`config.mk`:
```
export PLATFORM = sky130hd
export DESIGN_NAME = seconds_counter
export DESIGN_NICKNAME = d
export VERILOG_FILES = /design/src/rtl/seconds_counter.sv
export SDC_FILE = /design/constraint.sdc
export NUM_CORES = 1
export LEC_CHECK = 0
export CAP_MARGIN = 20
export CORE_MARGIN = 2
export CORE_UTILIZATION = 25
export DETAILED_ROUTE_END_ITERATION = 10
export SLEW_MARGIN = 20
export SYNTH_ARGS = -nofsm -noshare
export SYNTH_HDL_FRONTEND = slang
export SYNTH_SLANG_ARGS = --single-unit
```
`constraint.sdc`:
```
create_clock -name CLOCK_50 -period 3.5 [get_ports CLOCK_50]
set_input_delay 0.7 -clock CLOCK_50 [delete_from_list [all_inputs] [get_ports CLOCK_50]]
set_output_delay 0.7 -clock CLOCK_50 [all_outputs]
set_load 0.005 [all_outputs]
```
`src/rtl/seconds_counter.sv`:
```
`default_nettype none
// ============================================================================
// Module   : seconds_counter
// Function : 1 Hz prescaler plus 24 h seconds count with start/stop/clear/load
// Revision : 1.0 - initial release
// ============================================================================
module seconds_counter #(
    parameter int CLK_FREQ    = 50000000,
    parameter int MAX_SECONDS = 86399
) (
    input  logic        CLOCK_50,
    input  logic        resetn,
    input  logic        start,
    input  logic        stop,
    input  logic        clear,
    input  logic        load,
    input  logic [31:0] load_value,
    output logic [31:0] total_seconds_elapsed,
    output logic        running,
    output logic        sec_tick,
    output logic        day_wrap
);

    localparam int                 PRESC_W    = (CLK_FREQ > 1) ? $clog2(CLK_FREQ) : 1;
    localparam logic [PRESC_W-1:0] PRESC_LAST = PRESC_W'(CLK_FREQ - 1);
    localparam logic [31:0]        COUNT_LAST = 32'(MAX_SECONDS);

    localparam logic [1:0] S_IDLE  = 2'd0;
    localparam logic [1:0] S_RUN   = 2'd1;
    localparam logic [1:0] S_PAUSE = 2'd2;

    logic [1:0]         state_q,    state_d;
    logic [PRESC_W-1:0] presc_q,    presc_d;
    logic [31:0]        count_q,    count_d;
    logic               running_q,  running_d;
    logic               sec_tick_q, sec_tick_d;
    logic               day_wrap_q, day_wrap_d;

    // State and datapath registers
    always_ff @(posedge CLOCK_50 or negedge resetn) begin
        if (!resetn) begin
            state_q    <= S_IDLE;
            presc_q    <= '0;
            count_q    <= '0;
            running_q  <= 1'b0;
            sec_tick_q <= 1'b0;
            day_wrap_q <= 1'b0;
        end else begin
            state_q    <= state_d;
            presc_q    <= presc_d;
            count_q    <= count_d;
            running_q  <= running_d;
            sec_tick_q <= sec_tick_d;
            day_wrap_q <= day_wrap_d;
        end
    end

    // Only the highest-priority asserted control acts: clear > load > stop > start
    always_comb begin
        state_d = state_q;
        if (clear) begin
            state_d = S_IDLE;
        end else if (load) begin
            state_d = state_q;
        end else if (stop) begin
            if (state_q == S_RUN) begin
                state_d = S_PAUSE;
            end
        end else if (start && (state_q != S_RUN)) begin
            state_d = S_RUN;
        end
    end

    // The prescaler only moves while already in RUN, so the start cycle itself does not count
    always_comb begin
        presc_d    = presc_q;
        count_d    = count_q;
        sec_tick_d = 1'b0;
        day_wrap_d = 1'b0;
        running_d  = (state_d == S_RUN);
        if (clear) begin
            presc_d = '0;
            count_d = '0;
        end else if (load) begin
            presc_d = '0;
            count_d = (load_value > COUNT_LAST) ? COUNT_LAST : load_value;
        end else if (!stop && (state_q == S_RUN)) begin
            if (presc_q == PRESC_LAST) begin
                presc_d    = '0;
                sec_tick_d = 1'b1;
                if (count_q >= COUNT_LAST) begin
                    count_d    = '0;
                    day_wrap_d = 1'b1;
                end else begin
                    count_d = count_q + 32'd1;
                end
            end else begin
                presc_d = presc_q + PRESC_W'(1);
            end
        end
    end

    always_comb begin
        total_seconds_elapsed = count_q;
        running               = running_q;
        sec_tick              = sec_tick_q;
        day_wrap              = day_wrap_q;
    end

endmodule
`default_nettype wire

```
---- Word level (Yosys, flattened, before mapping) ----
Cells that the tools add are included.
cells by class
  eq/ne operators ......................... 4
  multiplexer cells ....................... 24
  $lt $le $gt $ge ......................... 2
  add/subtract/negate cells ............... 2
  reductions and logical operators ........ 6
operators with widths
  kind                                                              number
  two-way mux 32 bit                                                6
  two-way mux 26 bit                                                4
  adder 32 x 1 -> 32 bit (second input constant)                    1
  >= comparator 32 x 17 -> 1 bit (second input constant)            1
  greater-than comparator 32 x 17 -> 1 bit (second input constant)  1
  adder 26 x 1 -> 26 bit (second input constant)                    1
  equality test 26 bit (second input constant)                      1
  two-way mux 2 bit                                                 5
  two-way mux 1 bit                                                 9
  nonzero test 3 bit                                                2
  equality test 2 x 1 -> 1 bit (second input constant)              2
  logical AND 1 bit                                                 2
  inequality test 2 x 1 -> 1 bit (second input constant)            1
  AND reduction 2 bit                                               1
  logical NOT 1 bit                                                 1
word-level totals
  flip-flop bits (word level) ............. 63
  word-level logic and storage cells ...... 44
  output and inout bits ................... 35
  input port bits ......................... 38

---- Longest topological paths before layout ----
Gate-level depths: netlist of the first run.
  word-level depth ........................ 7
  gate-level depth with buffers ........... 10

---- Least setup slack after synthesis of the first run ----
Ideal clock, no wire load.
  path kind ............................... in2reg
  start ................................... in stop
  end ..................................... reg presc_q[13]
  buffers on the path ..................... 0
  slack ................................... 1.253 ns
  required time ........................... 3.379 ns
  stages .................................. 6
  data arrival time ....................... 2.126 ns
  cells stage by stage .................... or3b_4 -> a2111oi_4 -> and3_1 -> and3_1 -> xnor2_1 -> nor2_1
on the way
  word-level cells in the longest chain between the ends .. 3
ends and longest elaborated chain
  what                          RTL line  RTL
  start, declared               14        input logic stop,
  logical NOT 1 bit             87        end else if (!stop && (state_q == S_RUN)) begin
  logical AND 1 bit             87
  nonzero test 3 bit (no line)  --
  end signal, assigned          50        presc_q <= presc_d;
  end, declared                 33        logic [PRESC_W-1:0] presc_q, presc_d;
Every way passes these cells.
A chain may end at the register's enable or synchronous reset.

---- Final worst setup path of the first run ----
  start ................................... reg presc_q[0]
  end ..................................... reg count_q[9], in the netlist total_seconds_elapsed[9]
on the way
  word-level cells in the longest chain between the ends .. 3
ends and longest elaborated chain
  what                           RTL line  RTL
  equality test 26 bit           88        if (presc_q == PRESC_LAST) begin
  nonzero test 3 bit (no line)   --
  AND reduction 2 bit (no line)  --
  end signal, assigned           51        count_q <= count_d;
  end, declared                  34        logic [31:0] count_q, count_d;
Every way passes these cells.

==> impl_metrics.ini, run 1 <==
[outcome]
run_status = finished clean

[timing]
layout_worst_path_cycle_share_pct = 80.8
timing.clock.skew_ns = 0.00561
finalSetupTns_ns = 0
clock.fmax_mhz = 354
endpoints_failing_setup = 0
timing_hold_violations_final = 0
worstMarginPinSlew_ns = 0.703
layout_min_cycle_time_ns = 2.83
rsz_0062_raised_after_global_routing = false
postLayoutSetupSlackWorst_ns = 0.673
report.final.slew_viol_count = 0
slew_headroom_pct = 52.7

[cts]
cts-buffers-inserted = 9
clkSlewWorstSetupHoldPaths_ns = 0.05
clock_tree.root_cell = clkbuf_16
postCtsSetupBuffers = 0
cts-hold-fix-buffers = 0
tritoncts = built
ctsLongestPathBuffers = 2
cells_resized_by_post_cts_repair = 0
cts-htree-levels = 3
clock_latency_ns = 0.33
clkSinkCount = 63

[yosys]
seq_area_frac_synth_pct = 46.4
synthesis.instances = 363
syn-cell-area_um2 = 3400
synth_cell_types = 56
synth_seq_cells = 63
synth_enable_flop_cells = 0
syn_avg_cell_area_um2 = 9.36
syn_nets = 403
yosysWarningCount = 0
synth_flop_cell = dfrtp_1
synth_async_sr_flop_share_pct = 100

[grt]
vias_in_the_first_global_route = 3136
largest_net_degree_at_the_start_of_global_routing = 33
grt_pass1_wl_mm = 15.3
grt_remaining_overflow = 0
grtUsageTotal_pct = 13.1
grt_antenna_before_repair = 0

[pwr]
power_leakage_nw = 1.86
powerDensity_nw_per_um2 = 392
sum_of_internal_switching_and_leakage_power_w = 0.00180
vdd_ir_drop_max_mv = 0.220

[finish]
ff_latch_area_um2 = 1580
n_antenna_cell = 0
top_library_cells_by_usage_in_the_layout_fill_and_taps_aside = clkdlybuf4s50_1 (71), dfrtp_1 (63), nand2_1 (36)
combined_area_of_the_multi_input_logic_cells_um2 = 1720
syn2layout_area_growth_pct = 35.6
postLayoutCoreUtil_pct = 34.8
layout.cells.non_filler = 621
layout-drive-gt1-share_pct = 7.64
final.fill_count = 1361
nets = 480
layout.cells.most_common = clkdlybuf4s50_1

[worst_setup_path]
regToRegSetupSlack_ns = 0.67
path_class = flip-flop to flip-flop
startpoint_type = flip-flop
cp_max_fo = 12
timing.critical_path.required_ns = 3.70
worstSetupEndpointType = flip-flop
crit_arrival_ns = 3.03

[detailed_routing]
drt_first_pass_iters = 5
dr.first_iter.drc_count = 193
dr_total_vias = 3040
wl_per_cell_um = 14.5
drt-vias-per-instance = 4.90
wl_mm = 8.99
ant_nets = 0
drt_drc_violations_left = 0

[run]
max-cap-violations = 0

[die]
die_w_um = 121
core.rowCount = 42
initial_utilization_pct = 25.7
floorplan.core_area_um2 = 13200
chipHeight_um = 121
die-area_um2 = 14500
io-pin-count = 73

[worst_hold_path]
timing.hold.worst.class = input pin to asynchronous set/reset pin

[placement]
place_worst_setup_slack_ns = 0.499
port_buffers = 72
dp_hpwl_mm = 6.52
dp.cells = 605
global_placement_routability_congestion = 0.817
==> cell families (layout without fill, tap and decap cells) <==
family | count (synthesis) | count (layout) | share of synthesized area [%]
xor+xnor | 26 | 26 | 6.70
fa+ha+maj | 2 | 2 | 0.736
flops | 63 | 63 | 46.4
simple gates | 175 | 175 | 27.8
buf+inv | 22 | 104 | 2.98
compound gates | 75 | 75 | 15.4
==> report_power, final <==
part           internal (W)  total (W)  switching [W]
combinational     0.0000874   0.000173      0.0000860
sequential         0.000743   0.000765      0.0000218
clock              0.000552   0.000867       0.000314
==> metal layers <==
layer  GRT usage, %  up-vias  part of all wire (%)
met2           20.7       91                    47
met3           3.73       19                   6.7
met5              0        -                     0
met4           6.32        0                   2.5
met1           16.5     1473                    44
li1               -     1457                     -
==> critical path: stages, from the launching register on <==
cell and delay (ns):
dfrtp_1 0.40, ha_1 0.24, nand3_1 0.13, or4_4 0.55
o21ai_1 0.57, and2_1 0.38, a21boi_1 0.09, or3_1 0.35
==> registers in the layout, indices dropped and copies added, names as in the netlist <==
register and cells:
day_wrap 1, presc_q 26, running 1, sec_tick 1, state_q 2, total_seconds_elapsed 32
==> path summary, 6_finish.rpt <==
check	startpoint	end	cells past startpoint
max	presc_q[0]	total_seconds_elapsed[9]	7
min	resetn	presc_q[9]	1
max reg2reg	presc_q[0]	total_seconds_elapsed[9]	7
min reg2reg	presc_q[25]	presc_q[25]	1
max in group asynchronous	resetn	total_seconds_elapsed[25]	2
min in group CLOCK_50	presc_q[25]	presc_q[25]	1
==> stage by stage <==
| step | area (um^2) | hold WS [ns] |
|---|---|---|
| floorplan | 3400 | 0.404 |
| global placement | 4310 | 0.499 |
| detailed placement | 4310 | 0.498 |
| CTS | 4610 | 0.449 |
| global route | 4610 | 0.501 |
| finish | 4610 | 0.426 |
==> cells in the mapped netlist, drive strengths merged (2+ instances only) <==
| library cell | number | area, um^2 |
|---|---|---|
| o21a | 2 | 15.0 |
| dfrtp | 63 | 1580 |
| a211oi | 2 | 25.0 |
| nor4 | 12 | 90.1 |
| a21oi | 9 | 45.0 |
| o21ai | 28 | 140 |
| a32o | 2 | 20.0 |
| xnor2 | 11 | 96.3 |
| clkbuf | 5 | 18.8 |
| a41oi | 3 | 33.8 |
| nand2 | 36 | 135 |
| o31ai | 2 | 15.0 |
| buf | 6 | 41.3 |
| a21o | 4 | 30.0 |
| nor3 | 10 | 50.1 |
| or3 | 2 | 12.5 |
| nand4 | 12 | 75.1 |
| inv | 11 | 41.3 |
| nor3b | 2 | 15.0 |
| nor2 | 35 | 131 |
| a31oi | 4 | 25.0 |
| a22o | 2 | 17.5 |
| and3 | 8 | 50.1 |
| nor2b | 6 | 37.5 |
| nand2b | 6 | 37.5 |
| o22ai | 6 | 37.5 |
| xor2 | 15 | 131 |
| nor4b | 2 | 23.8 |
| ha | 2 | 25.0 |
| or4 | 2 | 18.8 |
| nand3 | 18 | 103 |
| and4 | 2 | 17.5 |
| and2 | 18 | 113 |
==> area by class of cell <==
type	count	share of cell area, %
Sequential cell	63	34.2
Tap cell	176	4.78
Clock inverter	3	0.326
Clock buffer	13	6.08
Multi-Input combinational cell	278	37.3
Timing Repair Buffer	77	16.3
Inverter	11	0.896
(Power assumes the default switching activity.)
==> run 2, diff against run 1 <==
==> constraint.sdc (replaced) <==
create_clock -name CLOCK_50 -period 2.7 [get_ports CLOCK_50]
set_input_delay 0.54 -clock CLOCK_50 [delete_from_list [all_inputs] [get_ports CLOCK_50]]
set_output_delay 0.54 -clock CLOCK_50 [all_outputs]
set_load 0.005 [all_outputs]
==> impl_metrics.ini, run 2 (same netlist as run 1, synthesis figures left out) <==
[outcome]
run_status = finished clean

[grt]
grt_pass1_wl_mm = 14.9
largest_net_degree_at_the_start_of_global_routing = 35
vias_in_the_first_global_route = 3021
grt_antenna_before_repair = 0
grtUsageTotal_pct = 12.9
grt_remaining_overflow = 0

[cts]
cts-htree-levels = 3
clock_tree.root_cell = clkbuf_16
cts-buffers-inserted = 9
cts-hold-fix-buffers = 0
clkSlewWorstSetupHoldPaths_ns = 0.05
clkSinkCount = 63
ctsLongestPathBuffers = 2
cells_resized_by_post_cts_repair = 0
tritoncts = built
clock_latency_ns = 0.33
postCtsSetupBuffers = 0

[finish]
n_antenna_cell = 0
final.fill_count = 1352
largest_register_ffs = 32
design_area_um2 = 4720
syn2layout_area_growth_pct = 38.8
top_library_cells_by_usage_in_the_layout_fill_and_taps_aside = clkdlybuf4s50_1 (71), dfrtp_1 (63), nand2_1 (36)
layout.cells.most_common = clkdlybuf4s50_1
layout.cells.non_filler = 636
layout-drive-gt1-share_pct = 10.7
nets = 495

[detailed_routing]
drt_drc_violations_left = 0
drt_first_pass_iters = 4
drt-vias-per-instance = 4.77
wl_mm = 9.09
dr.first_iter.drc_count = 253
wl_per_cell_um = 14.3
ant_nets = 0
dr_total_vias = 3031

[timing]
postLayoutSetupSlackWorst_ns = 0.296
layout_min_cycle_time_ns = 2.40
slew_headroom_pct = 51.7
finalSetupTns_ns = 0
worstMarginPinSlew_ns = 0.725
endpoints_failing_setup = 0
timing.clock.skew_ns = 0.00595
timing_hold_violations_final = 0
report.final.slew_viol_count = 0
clock.fmax_mhz = 416
rsz_0062_raised_after_global_routing = false
layout_worst_path_cycle_share_pct = 89.0

[worst_setup_path]
startpoint_type = flip-flop
crit_arrival_ns = 2.60
path_class = flip-flop to flip-flop
cp_max_fo = 7
timing.critical_path.required_ns = 2.90
worstSetupEndpointType = flip-flop

[die]
chipHeight_um = 121
die_w_um = 121
initial_utilization_pct = 25.7
io-pin-count = 73
die-area_um2 = 14500
floorplan.core_area_um2 = 13200
core.rowCount = 42

[placement]
global_placement_routability_congestion = 0.872
dp_hpwl_mm = 6.60
port_buffers = 72
place_worst_setup_slack_ns = 0.0321
dpl-instance-area_um2 = 4440
dp.cells = 620

[pwr]
power_leakage_nw = 1.93
powerDensity_nw_per_um2 = 488
vdd_ir_drop_max_mv = 0.302

[worst_hold_path]
timing.hold.worst.class = input pin to asynchronous set/reset pin

[run]
max-cap-violations = 0
run 2: cell types whose count changed in the layout (fill, tap and decap cells not counted):
cell	delta
buf_4	+14
buf_12	+1
o21ai_2	+1
clkbuf_1	+1
o21ai_1	-1
clkbuf_8	-2
clkinv_2	+1
run 2: critical path: stages, from the launching register on:
cell and delay, ns:
dfrtp_1 0.40, ha_1 0.24, nand3_1 0.13, or4_4 0.55, o21ai_2 0.32, and2_1 0.23
a21boi_1 0.07, or3_1 0.34
run 2: routing by layer:
metal	part of all wire (%)	vias up	GRT usage (%)
met1	46	1454	16.3
met4	0.98	0	4.14
met3	6.0	10	4.34
met2	47	73	20.8
li1	-	1494	-
met5	0	-	0
run 2: path summary, 6_finish.rpt:
path	startpoint	to	slack (ns)	cells past startpoint
max in group asynchronous	resetn	total_seconds_elapsed[29]	1.80	2
min in group CLOCK_50	total_seconds_elapsed[20]	total_seconds_elapsed[20]	0.51	1
hold / removal	resetn	running	0.27	1
hold reg to reg	total_seconds_elapsed[20]	total_seconds_elapsed[20]	0.51	1
setup / recovery	presc_q[0]	total_seconds_elapsed[9]	0.30	7
setup reg to reg	presc_q[0]	total_seconds_elapsed[9]	0.30	7
run 2: metrics by stage:
stage / hold WS (ns) / utilization [%] / total power [W]
floorplan: 0.244 / - / 0.00110
global route: 0.320 / 35.6 / 0.00241
finish: 0.272 / 35.6 / 0.00230
CTS: 0.293 / 35.6 / 0.00233
detailed placement: 0.498 / 33.5 / 0.00125
global placement: 0.499 / 33.5 / 0.00125
run 2: where the power goes:
group	internal, W	switching (W)	total, W
logic	0.000128	0.000114	0.000242
clock network	0.000664	0.000408	0.00107
registers	0.000963	0.0000274	0.000990
total	0.00175	0.000549	0.00230
run 2: area by class of cell:
class	count	area, um^2	area share [%]
clock inverter	4	20.0	0.424
clock buffer	12	256	5.44
multi-input combinational	278	1720	36.6
timing repair buffer	92	878	18.6
inverter	11	41.3	0.875
sequential	63	1580	33.4
tap	176	220	4.67
==> run 3, diff against run 2 <==
==> constraint.sdc (replaced) <==
create_clock -name CLOCK_50 -period 1.9 [get_ports CLOCK_50]
set_input_delay 0.38 -clock CLOCK_50 [delete_from_list [all_inputs] [get_ports CLOCK_50]]
set_output_delay 0.38 -clock CLOCK_50 [all_outputs]
set_load 0.005 [all_outputs]
==> impl_metrics.ini, run 3 (same netlist as run 1, synthesis figures left out) <==
[grt]
grtUsageTotal_pct = 14.4
grt_pass1_wl_mm = 16.5
grt_remaining_overflow = 0
vias_in_the_first_global_route = 3419
grt_antenna_before_repair = 0
largest_net_degree_at_the_start_of_global_routing = 64

[worst_setup_path]
timing.critical_path.depth = 8
worstSetupEndpointType = flip-flop
critPathMaxStageDelay_ns = 0.55
startpoint_type = flip-flop
slowest_stage = or4_4
path_class = flip-flop to flip-flop
cp_max_fo = 4
worst-path-buf-inv = 1
worstPathCellList = ha_2 -> nand3_2 -> or4_4 -> buf_6 -> o21ai_4 -> and2_4 -> a21boi_2 -> or3_1
timing.reg2reg.worst_path_depth = 8
crit_path_start = presc_q[1]
timing.critical_path.required_ns = 2.10
critPathTopFamily = simple AND/OR/NAND/NOR gates
crit_arrival_ns = 2.40
startpoint_of_the_most_critical_register_to_register_path = presc_q[1]

[detailed_routing]
wl_per_cell_um = 14.3
route.layer.met1.wl_mm = 4.53
drt_first_pass_iters = 5
ant_nets = 0
drt-vias-per-instance = 4.64
dr.first_iter.drc_count = 197
drt_drc_violations_left = 0
wl_mm = 10.5
dr_total_vias = 3407
wl_met3_um = 539
top_layer_used = met4
met2RoutedLength_mm = 5.25

[finish]
layout.cells.non_filler = 734
layout.cells.most_common = buf_4
n_antenna_cell = 0
nets = 593
largest_register_ffs = 32
syn2layout_area_growth_pct = 74.3
layout-drive-gt1-share_pct = 35.1
top_library_cells_by_usage_in_the_layout_fill_and_taps_aside = buf_4 (101), clkdlybuf4s50_1 (70), dfrtp_1 (63)
design_area_um2 = 5920

[timing]
layout_worst_path_cycle_share_pct = 116
timing_hold_violations_final = 0
rsz_0062_raised_after_global_routing = true
clock.fmax_mhz = 455
report.final.slew_viol_count = 0
layout_min_cycle_time_ns = 2.20
finalSetupTns_ns = -11.83
endpoints_failing_setup = 58
worstMarginPinSlew_ns = 0.436
slew_headroom_pct = 70.8
timing.clock.skew_ns = 0.00906
postLayoutSetupSlackWorst_ns = -0.297

[die]
die-area_um2 = 14500
initial_utilization_pct = 25.7
floorplan.core_area_um2 = 13200
chipHeight_um = 121
io-pin-count = 73
core.rowCount = 42
die_w_um = 121

[run]
max-cap-violations = 0

[cts]
tritoncts = built
clkSlewWorstSetupHoldPaths_ns = 0.06
cts-htree-levels = 3
clock_latency_ns = 0.33
clock_tree.root_cell = clkbuf_16
ctsLongestPathBuffers = 2
cts-hold-fix-buffers = 0
clkSinkCount = 63
cts-buffers-inserted = 9

[outcome]
failed_checks = negative setup slack
run_status = complete, but fails checks

[placement]
global_placement_routability_congestion = 0.888
port_buffers = 72
dpl-instance-area_um2 = 5080
dp_hpwl_mm = 7.28
dp.cells = 700

[worst_hold_path]
timing.hold.worst.class = input pin to asynchronous set/reset pin

[pwr]
vdd_ir_drop_max_mv = 0.405
powerDensity_nw_per_um2 = 606
power_leakage_nw = 2.54
-- run 3: changes by cell type in the layout (fill, tap and decap cells not counted), moves of 9 or more --
cell     before  now
and2_1       18    3
nor2_4        0    9
o21ai_0      19    8
buf_4        19  101
and2_4        0   15
nor2_1       35   26
-- run 3: metrics by stage --
stage          setup slack, ns  hold WS [ns]  power, W  util (%)
6_report                -0.297        0.0633   0.00359      44.7
5_1_grt                 -0.369        0.0876   0.00375      44.7
4_1_cts                 -0.285        0.0727   0.00358      42.3
3_5_place_dp            -0.479         0.430   0.00184      38.3
3_3_place_gp            -0.456         0.426   0.00183      38.3
2_1_floorplan           -0.185        0.0844   0.00157         -
-- run 3: layout make-up --
type | instances | area (um^2)
Fill cell | 1231 | 7320
Multi-Input combinational cell | 278 | 2000
Timing Repair Buffer | 190 | 1770
Sequential cell | 63 | 1580
Clock buffer | 10 | 239
Tap cell | 176 | 220
Clock inverter | 6 | 70.1
Inverter | 11 | 41.3
-- run 3: repair_timing --
item,4_1_cts,5_1_grt
pin swaps,11,31
endpoints found under the setup margin,58,59
buffers inserted,6,7
resized for setup,21,63
cloned,3,3
-- run 3: per-layer routing --
layer | vias to the layer above | global-route usage [%]
li1 | 1693 | -
met1 | 1612 | 17.3
met2 | 88 | 25.2
met3 | 14 | 3.21
met4 | 0 | 5.38
met5 | - | 0
-- run 3: path summary, 6_finish.rpt --
kind                                             end  slack [ns]
max                         total_seconds_elapsed[9]       -0.30
min reg2reg                total_seconds_elapsed[17]        0.52
min in group CLOCK_50      total_seconds_elapsed[17]        0.52
min                         total_seconds_elapsed[8]        0.06
max reg2reg                 total_seconds_elapsed[9]       -0.30
max in group asynchronous                 presc_q[1]        1.55
-- run 3: power by group --
group / internal [W] / switching [W]
sequential: 0.00137 / 0.0000223
clock: 0.00105 / 0.000599
combinational: 0.000305 / 0.000243
total: 0.00273 / 0.000864
